===== src/rtl/adxl355_sched.sv =====
// adxl355_sched: read-cycle sequencer for the ADXL355 SPI reader/buffer.
// Generates the reader clk_en strobe and triggers reads from DRDY or an
// internal timer. It also arbitrates ESP32 direct SPI access between
// read cycles.
// Optional build macro ADXL355_SCHED_TEMP_EN: after every TEMP_EVERY-1 XYZ
// cycles, one temperature cycle (cmd 8'h0D, len 3) is inserted.
//
// state    | meaning
// ---------+-------------------------------------------------------------
// IDLE     | reader idle; direct request has priority over a pending trigger
// ISSUE    | sync pulse out, cmd/len/tag valid, tick counter loaded
// BUSY     | reader cycle in flight; tick counter counts down on clk_en
// HANDOVER | direct requested from reader, waiting for direct_en
// DIRECT   | ESP32 owns the SPI bus (direct_gnt=1)
// RELEASE  | direct dropped, waiting for the reader to return the bus
module adxl355_sched #(
    parameter int          CLK_EN_DIV = 4,
    parameter int          USE_DRDY   = 1,
    parameter int          PERIOD     = 80000,
    parameter int          GUARD      = 4,
    parameter logic [17:0] TAG_SEL    = 18'h00124,
    parameter int          TEMP_EVERY = 16
) (
    input  logic        clk,
    input  logic        rstn,
    input  logic        drdy,
    input  logic        direct_req,
    input  logic        direct_en,
    output logic        clk_en,
    output logic        sync,
    output logic [7:0]  cmd,
    output logic [3:0]  len,
    output logic [17:0] tag_byte_select,
    output logic        direct,
    output logic        direct_gnt,
    output logic        busy,
    output logic [7:0]  overrun_cnt
);

    localparam int DIV_W = (CLK_EN_DIV > 1) ? $clog2(CLK_EN_DIV) : 1;
    localparam int PER_W = (PERIOD > 1) ? $clog2(PERIOD) : 1;
    localparam logic [DIV_W-1:0] DIV_LAST = DIV_W'(CLK_EN_DIV - 1);
    localparam logic [PER_W-1:0] PER_LAST = PER_W'(PERIOD - 1);

    // The 4-bit XYZ counter limits TEMP_EVERY to 16; the reader needs 4 clk per tick.
    if (CLK_EN_DIV < 4 || TEMP_EVERY < 2 || TEMP_EVERY > 16) begin : g_param_check
        $error("adxl355_sched: illegal parameter value");
    end

    typedef enum logic [2:0] {
        S_IDLE,
        S_ISSUE,
        S_BUSY,
        S_HANDOVER,
        S_DIRECT,
        S_RELEASE
    } state_t;

    state_t           state;
    logic [DIV_W-1:0] div_cnt;
    logic [PER_W-1:0] tmr;
    logic             drdy_meta, drdy_sync, drdy_prev;
    logic             drdy_rise, tmr_wrap, trig;
    logic             pending;
    logic [11:0]      tick;
    logic [11:0]      cycle_ticks;
`ifdef ADXL355_SCHED_TEMP_EN
    logic [3:0]       xyz_cnt;
`endif

    assign clk_en      = (div_cnt == DIV_LAST);
    assign drdy_rise   = drdy_sync & ~drdy_prev;
    assign tmr_wrap    = (tmr == PER_LAST);
    assign trig        = (USE_DRDY != 0) ? drdy_rise : tmr_wrap;
    // Nominal transfer (len bytes * 16 ticks + 6) plus guard for the reader's channel drain.
    assign cycle_ticks = {4'd0, len, 4'd0} + 12'd6 + 12'(GUARD);

    // Free-running strobe divider.
    always_ff @(posedge clk or negedge rstn) begin
        if (!rstn) div_cnt <= '0;
        else if (div_cnt == DIV_LAST) div_cnt <= '0;
        else div_cnt <= div_cnt + 1'b1;
    end

    // DRDY two-flop synchronizer plus a delay stage for edge detection.
    always_ff @(posedge clk or negedge rstn) begin
        if (!rstn) {drdy_prev, drdy_sync, drdy_meta} <= 3'b000;
        else {drdy_prev, drdy_sync, drdy_meta} <= {drdy_sync, drdy_meta, drdy};
    end

    // Internal trigger period timer.
    always_ff @(posedge clk or negedge rstn) begin
        if (!rstn) tmr <= '0;
        else if (tmr_wrap) tmr <= '0;
        else tmr <= tmr + 1'b1;
    end

    // Pending flag and overrun count. A trigger in the ISSUE clock keeps the new request.
    always_ff @(posedge clk or negedge rstn) begin
        if (!rstn) begin
            pending     <= 1'b0;
            overrun_cnt <= 8'd0;
        end else if (trig) begin
            pending <= 1'b1;
            if (pending && state != S_ISSUE && overrun_cnt != 8'hFF)
                overrun_cnt <= overrun_cnt + 8'd1;
        end else if (state == S_ISSUE) begin
            pending <= 1'b0;
        end
    end

    // Sequencer FSM with registered outputs.
    always_ff @(posedge clk or negedge rstn) begin
        if (!rstn) begin
            state           <= S_IDLE;
            sync            <= 1'b0;
            cmd             <= 8'h11;
            len             <= 4'd10;
            tag_byte_select <= TAG_SEL;
            direct          <= 1'b0;
            direct_gnt      <= 1'b0;
            busy            <= 1'b0;
            tick            <= 12'd0;
`ifdef ADXL355_SCHED_TEMP_EN
            xyz_cnt         <= 4'd0;
`endif
        end else begin
            case (state)
                S_IDLE: begin
                    if (direct_req) begin
                        direct <= 1'b1;
                        state  <= S_HANDOVER;
                    end else if (pending) begin
                        sync  <= 1'b1;
                        busy  <= 1'b1;
                        state <= S_ISSUE;
`ifdef ADXL355_SCHED_TEMP_EN
                        if (xyz_cnt == 4'(TEMP_EVERY - 1)) begin
                            cmd             <= 8'h0D;
                            len             <= 4'd3;
                            tag_byte_select <= 18'd0;
                            xyz_cnt         <= 4'd0;
                        end else begin
                            cmd             <= 8'h11;
                            len             <= 4'd10;
                            tag_byte_select <= TAG_SEL;
                            xyz_cnt         <= xyz_cnt + 4'd1;
                        end
`else
                        cmd             <= 8'h11;
                        len             <= 4'd10;
                        tag_byte_select <= TAG_SEL;
`endif
                    end
                end
                S_ISSUE: begin
                    sync  <= 1'b0;
                    // A strobe in the ISSUE clock already counts toward the window.
                    tick  <= clk_en ? cycle_ticks - 12'd1 : cycle_ticks;
                    state <= S_BUSY;
                end
                S_BUSY: begin
                    if (clk_en) begin
                        if (tick <= 12'd1) begin
                            tick  <= 12'd0;
                            busy  <= 1'b0;
                            state <= S_IDLE;
                        end else begin
                            tick <= tick - 12'd1;
                        end
                    end
                end
                S_HANDOVER: begin
                    if (direct_en) begin
                        direct_gnt <= 1'b1;
                        state      <= S_DIRECT;
                    end
                end
                S_DIRECT: begin
                    if (!direct_req) begin
                        direct <= 1'b0;
                        state  <= S_RELEASE;
                    end
                end
                S_RELEASE: begin
                    if (!direct_en) begin
                        direct_gnt <= 1'b0;
                        state      <= S_IDLE;
                    end
                end
                default: state <= S_IDLE;
            endcase
        end
    end

endmodule


===== config.mk =====
export PLATFORM = sky130hd
export DESIGN_NAME = adxl355_sched
export DESIGN_NICKNAME = d
export VERILOG_FILES = /design/src/rtl/adxl355_sched.sv
export SDC_FILE = /design/constraint.sdc
export NUM_CORES = 1
export LEC_CHECK = 0
export CORE_MARGIN = 1
export CORE_UTILIZATION = 40
export DETAILED_ROUTE_END_ITERATION = 7
export PLACE_DENSITY = 0.66
export SYNTH_ARGS = -nofsm -noshare
export SYNTH_HDL_FRONTEND = slang
export SYNTH_SLANG_ARGS = --single-unit

===== constraint.sdc =====
create_clock -name clk -period 2.2 [get_ports clk]
set_clock_uncertainty 0.05 [all_clocks]
set_input_delay 0.66 -clock clk [delete_from_list [all_inputs] [get_ports clk]]
set_output_delay 0.66 -clock clk [all_outputs]
set_load 0.02 [all_outputs]

==> results of run 1 <==
[per-layer routing]
layer	vias up	wire, um	track usage
met5	-	0	0
met4	0	34	0.0622
met3	4	165	0.0390
met2	42	1610	0.237
met1	692	1520	0.177
li1	685	-	-
[path summary, 6_finish.rpt]
| kind | startpoint | to | depth (start not counted) |
|---|---|---|---|
| max in group asynchronous | rstn | overrun_cnt[7]$_DFFE_PN0P_ | 2 |
| min reg2reg | drdy_meta$_DFF_PN0_ | drdy_sync$_DFF_PN0_ | 0 |
| min in group asynchronous | rstn | tick[10]$_DFFE_PN0P_ | 2 |
| max reg2reg | tick[1]$_DFFE_PN0P_ | tick[9]$_DFFE_PN0P_ | 5 |
| max | tick[1]$_DFFE_PN0P_ | tick[9]$_DFFE_PN0P_ | 5 |
| min | drdy_meta$_DFF_PN0_ | drdy_sync$_DFF_PN0_ | 0 |
[synth_stat cells (all sizes together) (2+ instances only)]
master and instances:
nor2 10, xnor2 6, clkbuf 3, dfrtp 33, and3 6, o41ai 2, or3 3, a31oi 3
nor3b 3, nand2 15, a21oi 11, o21ai 14, ha 4, nand2b 3, nor3 6, or2 2
or4 5, o22ai 3, nand4 4, nand3 5, conb 2, buf 32, o31ai 4, inv 6
[cell type report]
class	count	area, sq um	share of cell area
multi-input cells	150	873	0.412
flip-flops and latches	33	826	0.389
repair buffers	25	230	0.109
clock buffers	5	68.8	0.0324
well taps	52	65.1	0.0307
clock inverters	2	35.0	0.0165
inverters	6	22.5	0.0106
[cells by family (layout without fill, tap and decap cells)]
logic type / after synthesis / in the layout / synth area share
buf+inv: 41 / 38 / 0.144
other cells: 2 / 30 / 0.00403
fa+ha+maj: 4 / 4 / 0.0269
compound gates: 44 / 44 / 0.142
flops: 33 / 33 / 0.443
simple gates: 64 / 64 / 0.200
xor+xnor: 7 / 7 / 0.0329
mux: 1 / 1 / 0.00604
[power by group through the flow]
stage / sequential [mW] / combinational, mW / clock (mW)
final: 0.945 / 0.837 / 0.551
after global routing: 0.972 / 0.939 / 0.589
after global placement: 0.955 / 0.831 / 0
after CTS: 0.943 / 0.841 / 0.568
after detailed placement: 0.950 / 0.842 / 0
after floorplan: 0.940 / 0.604 / 0
[through the flow]
stage / power (mW) / utilization / hold slack (ps)
after floorplan: 1.54 / - / 281
after global placement: 1.79 / 0.457 / 284
after detailed placement: 1.79 / 0.457 / 300
after CTS: 2.35 / 0.480 / 314
after global routing: 2.50 / 0.480 / 314
final: 2.33 / 0.480 / 306
[timing repair]
item	4_1_cts	5_1_grt
buffers inserted	0	0
setup endpoints to repair	0	1
hold buffers	0	0
[critical path: stages, from the launching register on]
cell	delay, ps
dfrtp_1	400
or4_4	540
or4_4	460
or3_4	350
a31oi_1	190
o21bai_1	80
[flip-flops by register name, indices dropped and copies added, names as in the netlist]
signal,cells
direct_gnt,1
overrun_cnt,8
drdy_sync,1
direct,1
sync,1
busy,1
pending,1
tick,12
drdy_prev,1
state,3
drdy_meta,1
div_cnt,2
==> out/metrics.cfg, run 1 <==
[place]
place_ws_ps=35.6
port_buffers=17
gp_congestion=0.870
hpwl_um=2410
place_inst=266
dpl_cell_area_sq_um=2020

[synth]
ys_warn_count=0
ys_seq_elements=33
synth-seq-area-share=0.443
syn_avg_cell_area_sq_um=9.51
synth_area_sq_um=1860
yosysTopAreaCell=dfrtp_1
synth_top_area_frac=0.443
synth_ff_type=dfrtp_1
yosys-top-cells-area=dfrtp_1 (44%), buf_4 (12%), o21ai_0 (3.5%), nand2_1 (3.0%), a21oi_1 (3.0%)
synth-async-reset-ratio=1.00
synth-edff-count=0
synth_cells=196
synthDistinctLibCells=43

[cts]
cts.clk_slew.worst_paths_ps=70
cts_made_buffers=5
cts.sinks=33
post_cts_resized=0
clk_latency_ps=290
clockBufferDepth=2
cts_tree=yes
cts-root-buf=clkbuf_8
h-tree-depth=2

[route]
wl_per_cell_um=12.2
routed_via_density=5.21
drcViolationCount=0
drtAntennaViolNets=0
drt_wl_total_um=3330
drt_first_pass_iters=4
dr_total_vias=1423
drt_iter0_markers=106

[timing]
min_period_ps=2160
layout_setup_ws_ps=36.1
finalHoldViolations=0
finalMaxSlewViolations=0
finalSetupViolCount=0
setup_tns_ps=0
period_share=0.984
max_freq_ghz=0.462
grt_setup_unrepaired=yes

[pwr]
leakage_nw=0.920
vdd_drop_max_mv=0.617
switching_power_mw=0.871
internal_power_mw=1.46
comb_power_share=0.359
seqPwrFrac=0.405
power_density_nw_per_um2=1100
p_sw_frac=0.373
power.clock.fraction=0.236

[layout]
fillCellCount=421
nNetsFinal=230
layout_commonest_cell=dfrtp_1
final_cells=273
postLayoutCellArea_sq_um=2120
areaGrowthSynthToFinish_pct=13.8
layout-drive-gt1-share=0.113
antenna_cells=0
final_cell_mix=dfrtp_1 (33), conb_1 (30), clkdlybuf4s50_1 (17)

[global_route]
grt_pass1_vias=1261
grt_pass1_wl_um=5590
antenna_found_initial=0
grt_util_all_layers=0.144
grt.overflow.total=0
grt_max_degree=34

[worst_setup_path]
crit_arrival_ps=2290
cp-start-kind=flip-flop
cp_max_fo=5
critPathCaptureType=flip-flop
worstSetupPathType=flip-flop to flip-flop
critPathRequiredTime_ps=2330
r2r_slack_ps=40

[worst_hold_path]
hold_path.class=flip-flop to flip-flop

[status]
status=finished clean

[floorplanning]
die_area_sq_um=4930
die_h_um=70.2
ios=48
core_sq_um=4410
fp.dieW_um=70.2
std_cell_rows=24
start_util=0.422

[run]
maxCapViolCount=0

(Power assumes the default switching activity.)
==> run 2, diff against run 1 <==
--- a/config.mk
+++ b/config.mk
@@ -5,9 +5,10 @@
 export SDC_FILE = /design/constraint.sdc
 export NUM_CORES = 1
 export LEC_CHECK = 0
-export CORE_MARGIN = 1
+export CORE_MARGIN = 4
 export CORE_UTILIZATION = 40
 export DETAILED_ROUTE_END_ITERATION = 7
+export GPL_ROUTABILITY_DRIVEN = 0
 export PLACE_DENSITY = 0.66
 export SYNTH_ARGS = -nofsm -noshare
 export SYNTH_HDL_FRONTEND = slang
==> run 2 against run 1 <==
Net effect:
- sequential share of layout area shrank 0.63 points
- clock power grew 6.5%
- sequential power is essentially flat
- cell area grew 1.7%
- power grew 2.5%
- fmax shrank 0.14%
- hold slack lost 8.9 ps
- wire length grew 10%
- via count shrank 1.6%
- sequential cell count is the same
==> out/metrics.cfg, run 2 (synthesis gave the netlist of run 1 again) <==
[layout]
layout_commonest_cell=dfrtp_1  ; unchanged
largest-register=tick  ; unchanged
areaGrowthSynthToFinish_pct=15.7  ; was 13.8%
postLayoutCellArea_sq_um=2160  ; was 2120 sq um
multi_input_area_sq_um=882  ; was 873 sq um
antenna_cells=0  ; unchanged
reg.largest.list=tick x12, overrun_cnt x8, state x3  ; unchanged
nNetsFinal=231  ; was 230
layout-drive-gt1-share=0.121  ; was 0.113
fillCellCount=429  ; was 421
final_cells=275  ; was 273
seq_area_sq_um=826  ; unchanged
largest_register_ffs=12  ; unchanged
final_cell_mix=dfrtp_1 (33), conb_1 (30), clkdlybuf4s50_1 (16)  ; was dfrtp_1 (33), conb_1 (30), clkdlybuf4s50_1 (17)

[run]
maxCapViolCount=0  ; unchanged

[floorplanning]
core_sq_um=4440  ; was 4410 sq um
std_cell_rows=24  ; unchanged
die_area_sq_um=5810  ; was 4930 sq um
start_util=0.419  ; was 0.422
die_h_um=76.2  ; was 70.2 um
ios=48  ; unchanged
fp.dieW_um=76.2  ; was 70.2 um

[global_route]
grt_max_degree=34  ; unchanged
grt_util_all_layers=0.132  ; was 0.144
antenna_found_initial=0  ; unchanged
grt.overflow.total=0  ; unchanged
grt_pass1_wl_um=6220  ; was 5590 um
grt_pass1_vias=1402  ; was 1261

[cts]
cts_tree=yes  ; unchanged
clk_latency_ps=290  ; about the same
h-tree-depth=2  ; unchanged
cts_hold_buffers=0  ; unchanged
post-cts-setup-buffer-count=0  ; unchanged
clockBufferDepth=2  ; unchanged
cts-root-buf=clkbuf_8  ; unchanged
cts_made_buffers=5  ; unchanged
cts.clk_slew.worst_paths_ps=70  ; about the same
cts.sinks=33  ; unchanged

[pwr]
comb_power_share=0.360  ; was 0.359
leakage_nw=0.947  ; was 0.920 nW
seqPwrFrac=0.394  ; was 0.405
power_density_nw_per_um2=1110  ; was 1100 nW/um^2
vdd_drop_max_mv=0.673  ; was 0.617 mV
internal_power_mw=1.52  ; was 1.46 mW
p_sw_frac=0.366  ; was 0.373
power.clock.fraction=0.246  ; was 0.236
switching_power_mw=0.874  ; was 0.871 mW

[timing]
setup_tns_ps=0  ; unchanged
layout_setup_ws_ps=33.1  ; was 36.1 ps
hold_ws_ps=297  ; was 306 ps
period_share=0.985  ; was 0.984
finalSetupViolCount=0  ; unchanged
grt_setup_unrepaired=yes  ; unchanged
max_freq_ghz=0.461  ; was 0.462 GHz
min_period_ps=2170  ; was 2160 ps
finalMaxSlewViolations=0  ; unchanged
finalHoldViolations=0  ; unchanged

[place]
place_ws_ps=42.3  ; was 35.6 ps
hpwl_um=2700  ; was 2410 um
dpl_cell_area_sq_um=2020  ; about the same
port_buffers=17  ; unchanged
place_inst=267  ; was 266

[worst_setup_path]
critPathRequiredTime_ps=2370  ; was 2330 ps
crit_arrival_ps=2330  ; was 2290 ps
cp_max_fo=5  ; unchanged
cp-start-kind=flip-flop  ; unchanged
critPathCaptureType=flip-flop  ; unchanged
worstSetupPathType=flip-flop to flip-flop  ; unchanged

[route]
drt_first_pass_iters=4  ; unchanged
drt_iter0_markers=55  ; was 106
drcViolationCount=0  ; unchanged
wl_per_cell_um=13.4  ; was 12.2 um
dr_total_vias=1400  ; was 1423
routed_via_density=5.09  ; was 5.21
drt_wl_total_um=3680  ; was 3330 um
drtAntennaViolNets=0  ; unchanged

[status]
status=finished clean  ; unchanged

[worst_hold_path]
hold_path.class=flip-flop to flip-flop  ; unchanged

[run 2: layout make-up]
class,instances,area share
clock buffers,6,0.0383
clock inverters,2,0.0174
inverters,6,0.0104
multi-input cells,150,0.409
flip-flops and latches,33,0.383
well taps,52,0.0302
repair buffers,26,0.111
[run 2: path summary, 6_finish.rpt]
check	start	end	slack [ps]	depth (start not counted)
setup / recovery	tick[1]$_DFFE_PN0P_	tick[9]$_DFFE_PN0P_	30	5
hold / removal	drdy_meta$_DFF_PN0_	drdy_sync$_DFF_PN0_	300	0
setup reg to reg	tick[1]$_DFFE_PN0P_	tick[9]$_DFFE_PN0P_	30	5
hold reg to reg	drdy_meta$_DFF_PN0_	drdy_sync$_DFF_PN0_	300	0
max in group asynchronous	rstn	overrun_cnt[3]$_DFFE_PN0P_	1090	2
min in group asynchronous	rstn	tick[8]$_DFFE_PN0P_	720	2
[run 2: repair_timing]
action | 4_1_cts | 5_1_grt
hold endpoints to repair | 0 | 0
setup endpoints to repair | 0 | 2
gates resized for setup | 0 | 2
[run 2: per-stage QoR]
step                total power [mW]  utilization
floorplan                       1.54            -
global placement                1.80        0.456
detailed placement              1.82        0.456
CTS                             2.42        0.483
global route                    2.57        0.485
finish                          2.39        0.485
[run 2: routing by layer]
metal | part of all wire | GRT usage | up-vias
li1 | - | - | 688
met1 | 0.46 | 0.154 | 670
met2 | 0.48 | 0.221 | 34
met3 | 0.047 | 0.0378 | 8
met4 | 0.019 | 0.0634 | 0
met5 | 0 | 0 | -
[run 2: worst max-delay path, stage by stage (launching register included)]
cell and delay (ps):
dfrtp_1 400, or4_4 550, or4_4 450, or3_4 370, nor4_4 140, o21bai_1 130
[run 2: power by group through the flow]
| stage | clock network, mW | logic [mW] | registers [mW] |
|---|---|---|---|
| after global placement | 0 | 0.849 | 0.950 |
| after floorplan | 0 | 0.604 | 0.940 |
| after detailed placement | 0 | 0.865 | 0.951 |
| after CTS | 0.611 | 0.870 | 0.943 |
| final | 0.587 | 0.861 | 0.942 |
| after global routing | 0.639 | 0.957 | 0.972 |
==> variant 1, RTL diff (config.mk and constraints of run 1) <==
Change the parameter `USE_DRDY` from 1 to 0.
--- a/src/rtl/adxl355_sched.sv
+++ b/src/rtl/adxl355_sched.sv
@@ -16,5 +16,5 @@
 module adxl355_sched #(
     parameter int          CLK_EN_DIV = 4,
-    parameter int          USE_DRDY   = 1,
+    parameter int          USE_DRDY   = 0,
     parameter int          PERIOD     = 80000,
     parameter int          GUARD      = 4,
Function: changed (a bounded check fails within 10 cycles, from zero or initial values and one cycle with rstn low).
==> variant 1 against run 1 <==
- maximum frequency up 2.8%
- total power up 5.2%
- wire length up 46%
- critical path type is now reg -> out
- largest cell class unchanged
- sequential cell count is 14 higher
- register-to-register slack better by 0.08 ns
- setup slack improved by 0.059 ns
- synthesized area rose by 38%
- non-clock buffer count rose by 6
- final cell count up 39%
- critical endpoint is now overrun_cnt[4]
- final area rose by 38%
==> variant 1: results (changes against run 1) <==
| Metric | Value |
|---|---|
| Status | complete, no violations |
| Clk slew on worst S/H paths | 0.10 ns (+0.03 ns) |
| Slowest CP cell | clkdlybuf4s50_1 |
| VDD IR max | 513 uV (-17%) |
| Wire per inst | 12.8 um (+5.4%) |
| Hold crit path type | in -> async |
| Max FO, Critical Path | 6 (+1) |
| Wire length of the first global-routing pass | 8510 um (+52%) |
| Leakage | 1.33 nW (+44%) |
| Critical Path Source | overrun_cnt[4]$_DFFE_PN0P_ |
| Fill cells | 569 (+35%) |
| Sequential fraction of the synthesis area | 0.457 (+0.0137) |
| IO Port Bufs | 16 (-1) |
| Pin count of the biggest net entering global routing | 20 (-41%) |
| Dpl hpwl | 3570 um (+49%) |
| Distinct cell type count after synthesis | 45 (+4.7%) |
| Final Wtd Congestion | 0.830 (-4.5%) |
| Post-Syn Area per Cell | 9.50 um2 (about the same) |
| Placed cells | 371 (+39%) |
| Clk_lat worst skew | 0.31 ns (+0.02 ns) |
| CP delay by family, top | buffers and inverters |
| Critical path's largest stage delay | 0.64 ns (+0.10 ns) |
| Cell Area, Placed | 2800 um2 (+39%) |
| Worst Path Arrival | 1.39 ns (-0.90 ns) |
| GRT Total Usage | 0.166 (+0.0213) |
| Ranking of synthesized cells by area | dfrtp_1, buf_4, nor2_1 |
| Synth top cells by count | dfrtp_1, nor2_1, buf_4 |
| Non-filler instance count after layout | 379 (+39%) |
| Via count | 1903 (+34%) |
| Initial DRC Count | 61 (-42%) |
| Fin nets | 313 (+36%) |
| Layout cells sized above 1 | 0.0954 (-0.0177) |
| Placement Setup Slack | 0.114 ns (+0.0782 ns) |
| Biggest registers after layout | tmr (17), tick (12), overrun_cnt (8) |
| Worst r2r src | tmr[9]$_DFF_PN0_ |
==> variant 1: per-layer routing <==
metal,vias up,part of all wire,GRT usage
li1,951,-,-
met1,909,0.49,0.211
met2,39,0.47,0.267
met3,4,0.033,0.0484
met4,0,0.0037,0.0579
met5,-,0,0
==> variant 1: where the power goes <==
| group | total (W) | internal (W) | switching (W) |
|---|---|---|---|
| Sequential | 0.00107 | 0.000961 | 0.000111 |
| Clock | 0.000690 | 0.000374 | 0.000316 |
| Combinational | 0.000690 | 0.000267 | 0.000423 |
| Total | 0.00245 | 0.00160 | 0.000849 |
==> variant 1: path summary, 6_finish.rpt <==
kind | endpoint | slack (ns) | depth (start not counted)
setup / recovery | overrun_cnt[4] | 0.1 | 1
hold / removal | tmr[14]$_DFF_PN0_ | 0.20 | 1
setup reg to reg | overrun_cnt[1]$_DFFE_PN0P_ | 0.12 | 5
hold reg to reg | div_cnt[0]$_DFF_PN0_ | 0.38 | 1
max in group asynchronous | tick[9]$_DFFE_PN0P_ | 1.29 | 2
min in group clk | div_cnt[0]$_DFF_PN0_ | 0.38 | 1
==> variant 1: logic make-up after synthesis <==
logic type      synth area share
flops                      0.457
buf+inv                    0.102
fa+ha+maj                 0.0243
simple gates               0.225
other cells              0.00292
compound gates             0.109
mux                       0.0122
xor+xnor                  0.0681
==> variant 1: layout make-up <==
type | count | area, um2 | share of cell area
well taps | 75 | 93.8 | 0.0321
repair buffers | 31 | 267 | 0.0911
multi-input cells | 212 | 1240 | 0.425
clock inverters | 2 | 38.8 | 0.0133
inverters | 6 | 22.5 | 0.00770
clock buffers | 6 | 82.6 | 0.0282
flip-flops and latches | 47 | 1180 | 0.402
==> variant 1: timing repair <==
item,CTS,global route
setup endpoints to repair,1,7
pin swaps,0,0
resized for setup,1,1
==> variant 2, RTL diff (settings of run 1) <==
Made on the original files. Put one more register stage on the output `overrun_cnt`, cleared by the reset. The value now appears one clock later. The other outputs are not delayed to match.
--- a/src/rtl/adxl355_sched.sv
+++ b/src/rtl/adxl355_sched.sv
@@ -43,4 +43,6 @@
     localparam logic [PER_W-1:0] PER_LAST = PER_W'(PERIOD - 1);
 
+    logic [7:0] overrun_cnt_s0;
+
     // The 4-bit XYZ counter limits TEMP_EVERY to 16; the reader needs 4 clk per tick.
     if (CLK_EN_DIV < 4 || TEMP_EVERY < 2 || TEMP_EVERY > 16) begin : g_param_check
@@ -100,9 +102,9 @@
         if (!rstn) begin
             pending     <= 1'b0;
-            overrun_cnt <= 8'd0;
+            overrun_cnt_s0 <= 8'd0;
         end else if (trig) begin
             pending <= 1'b1;
-            if (pending && state != S_ISSUE && overrun_cnt != 8'hFF)
-                overrun_cnt <= overrun_cnt + 8'd1;
+            if (pending && state != S_ISSUE && overrun_cnt_s0 != 8'hFF)
+                overrun_cnt_s0 <= overrun_cnt_s0 + 8'd1;
         end else if (state == S_ISSUE) begin
             pending <= 1'b0;
@@ -194,4 +196,12 @@
     end
 
+    always_ff @(posedge clk or negedge rstn) begin
+        if (!rstn) begin
+            overrun_cnt <= '0;
+        end else begin
+            overrun_cnt <= overrun_cnt_s0;
+        end
+    end
+
 endmodule
 
Behaviour: not the same (Yosys sat finds a counterexample within 10 cycles, from zero or initial values and one cycle with rstn low).
==> variant 2 against run 1 <==
- sequential cell count is 8 higher
- first-iteration DRC count is 13% lower
- setup slack better by 0.13 ns
- final cell count is 13% higher
- final area is 16% higher
- utilization is 0.61 points lower
- clock power is 8.2% lower
- sequential share of layout area is 2.9 points higher
- wire length is 11% higher
- via count is 4.8% higher
- total power is 7.3% higher
- synthesized area is 17% higher
- critical path depth is 1 higher
==> variant 2: results (changes against run 1) <==
| Metric | Value |
|---|---|
| GRT Total Usage | 0.150 (+0.00531) |
| Leakage | 1.09 nW (+19%) |
| R2R cell count | 6 (+1) |
| Clk_lat worst skew | 0.30 ns |
| Fin nets | 247 (+7.4%) |
| Hold crit path type | in -> async |
| Pin count of the biggest net entering global routing | 42 (+24%) |
| Wire length of the first global-routing pass | 6300 um (+13%) |
| Dpl hpwl | 2610 um (+8.4%) |
| Clk slew on worst S/H paths | 0.08 ns |
| Initial antenna violation count | 0 (unchanged) |
| Synth Area in Compound Gates | 0.107 (-0.0352) |
| First-pass iteration count of the detailed router | 4 (unchanged) |
| Multiplexer area fraction after synthesis | 0.0372 (+0.0312) |
| Layout cells sized above 1 | 0.109 (-0.00434) |
| Cell Area, Placed | 2360 um2 (+17%) |
| Final Wtd Congestion | 0.796 (-8.4%) |
| Slowest CP cell | dfrtp_1 |
| Max FO, Critical Path | 7 (+2) |
| VDD IR max | 443 uV (-28%) |
| Critical path's largest stage delay | 0.47 ns (-0.07 ns) |
| XOR/XNOR Fraction of Synth Area | 0.0281 (-0.00483) |
| Crit path to | tick[8]$_DFFE_PN0P_ |
| ANT cells | 0 (unchanged) |
| CP delay by family, top | simple AND/OR/NAND/NOR gates |
| Prevailing post-synth register cell | dfrtp_1 |
| Status | complete, no violations |
| Vias per cell | 4.83 (-7.4%) |
| Via count | 1492 (+4.8%) |
| Final Hold Vio Count | 0 (unchanged) |
| Initial DRC Count | 92 (-13%) |
| Vias in the first global route | 1346 (+6.7%) |
| PostCTS Resize Cnt | 1 (+1) |
| CTS H-tree depth | 2 (unchanged) |
| Distinct cell type count after synthesis | 45 (+4.7%) |
| CTS max path bufs | 2 (unchanged) |
| Root Driver | clkbuf_8 |
| Number of flip-flops in the largest register | 12 (unchanged) |
| Post-Syn Area per Cell | 10.2 um2 (+6.8%) |
| Critical Path Source | tick[0]$_DFFE_PN0P_ |
| IO Port Bufs | 17 (unchanged) |
| Placed cells | 301 (+13%) |
| Worst Path Arrival | 2.17 ns (-0.12 ns) |
| Synth Area in Adders | 0.0229 (-0.00394) |
| Synth warn | 0 (unchanged) |
| Fin worst setup slack | 0.167 ns (+0.130 ns) |
| Ranking of synthesized cells by area | dfrtp_1, buf_4, mux2i_1 |
| Sequential fraction of the synthesis area | 0.470 (+0.0267) |
| Slew Viols, Final | 0 (unchanged) |
| Synth top cells by count | dfrtp_1, buf_4, nor2_1 |
| Total CTS buffers | 5 (unchanged) |
| Hold_ws | 0.267 ns (-0.0395 ns) |
| Biggest registers after layout | tick (12), overrun_cnt (8), overrun_cnt_s0 (8) |
| Setup bufs post-CTS | 0 (unchanged) |
| FFs w/ async S/R, synth | 1.00 (unchanged) |
| Final wirelength | 3700 um (+11%) |
-- variant 2: changes by cell type after synthesis, moves of 4 or more --
cell            run 1  this run
dfrtp_1            33        41
nand3_1             5        11
xnor2_1             6         1
and3_1              6         0
nor2_1             10        14
nand2_1            15        11
xor2_1              1         6
o21ai_0            13         7
mux2i_1             0         7
-- variant 2: cell type report --
class / instances / area (um2)
fillers: 470 / 2720
flip-flops and latches: 41 / 1030
multi-input cells: 156 / 976
repair buffers: 26 / 244
well taps: 70 / 87.6
clock buffers: 5 / 68.8
inverters: 8 / 30.0
clock inverters: 3 / 21.3
-- variant 2: power breakdown --
group | internal [W] | switching, W | total, W
registers | 0.000948 | 0.000245 | 0.00119
clock network | 0.000225 | 0.000281 | 0.000506
logic | 0.000377 | 0.000427 | 0.000805
-- variant 2: layer usage --
metal	wire length, um	track usage	part of all wire	vias to the layer above
met4	80	0.0741	0.022	0
met1	1780	0.194	0.48	706
li1	-	-	-	743
met2	1710	0.235	0.46	36
met3	125	0.0357	0.034	7
met5	0	0	0	-
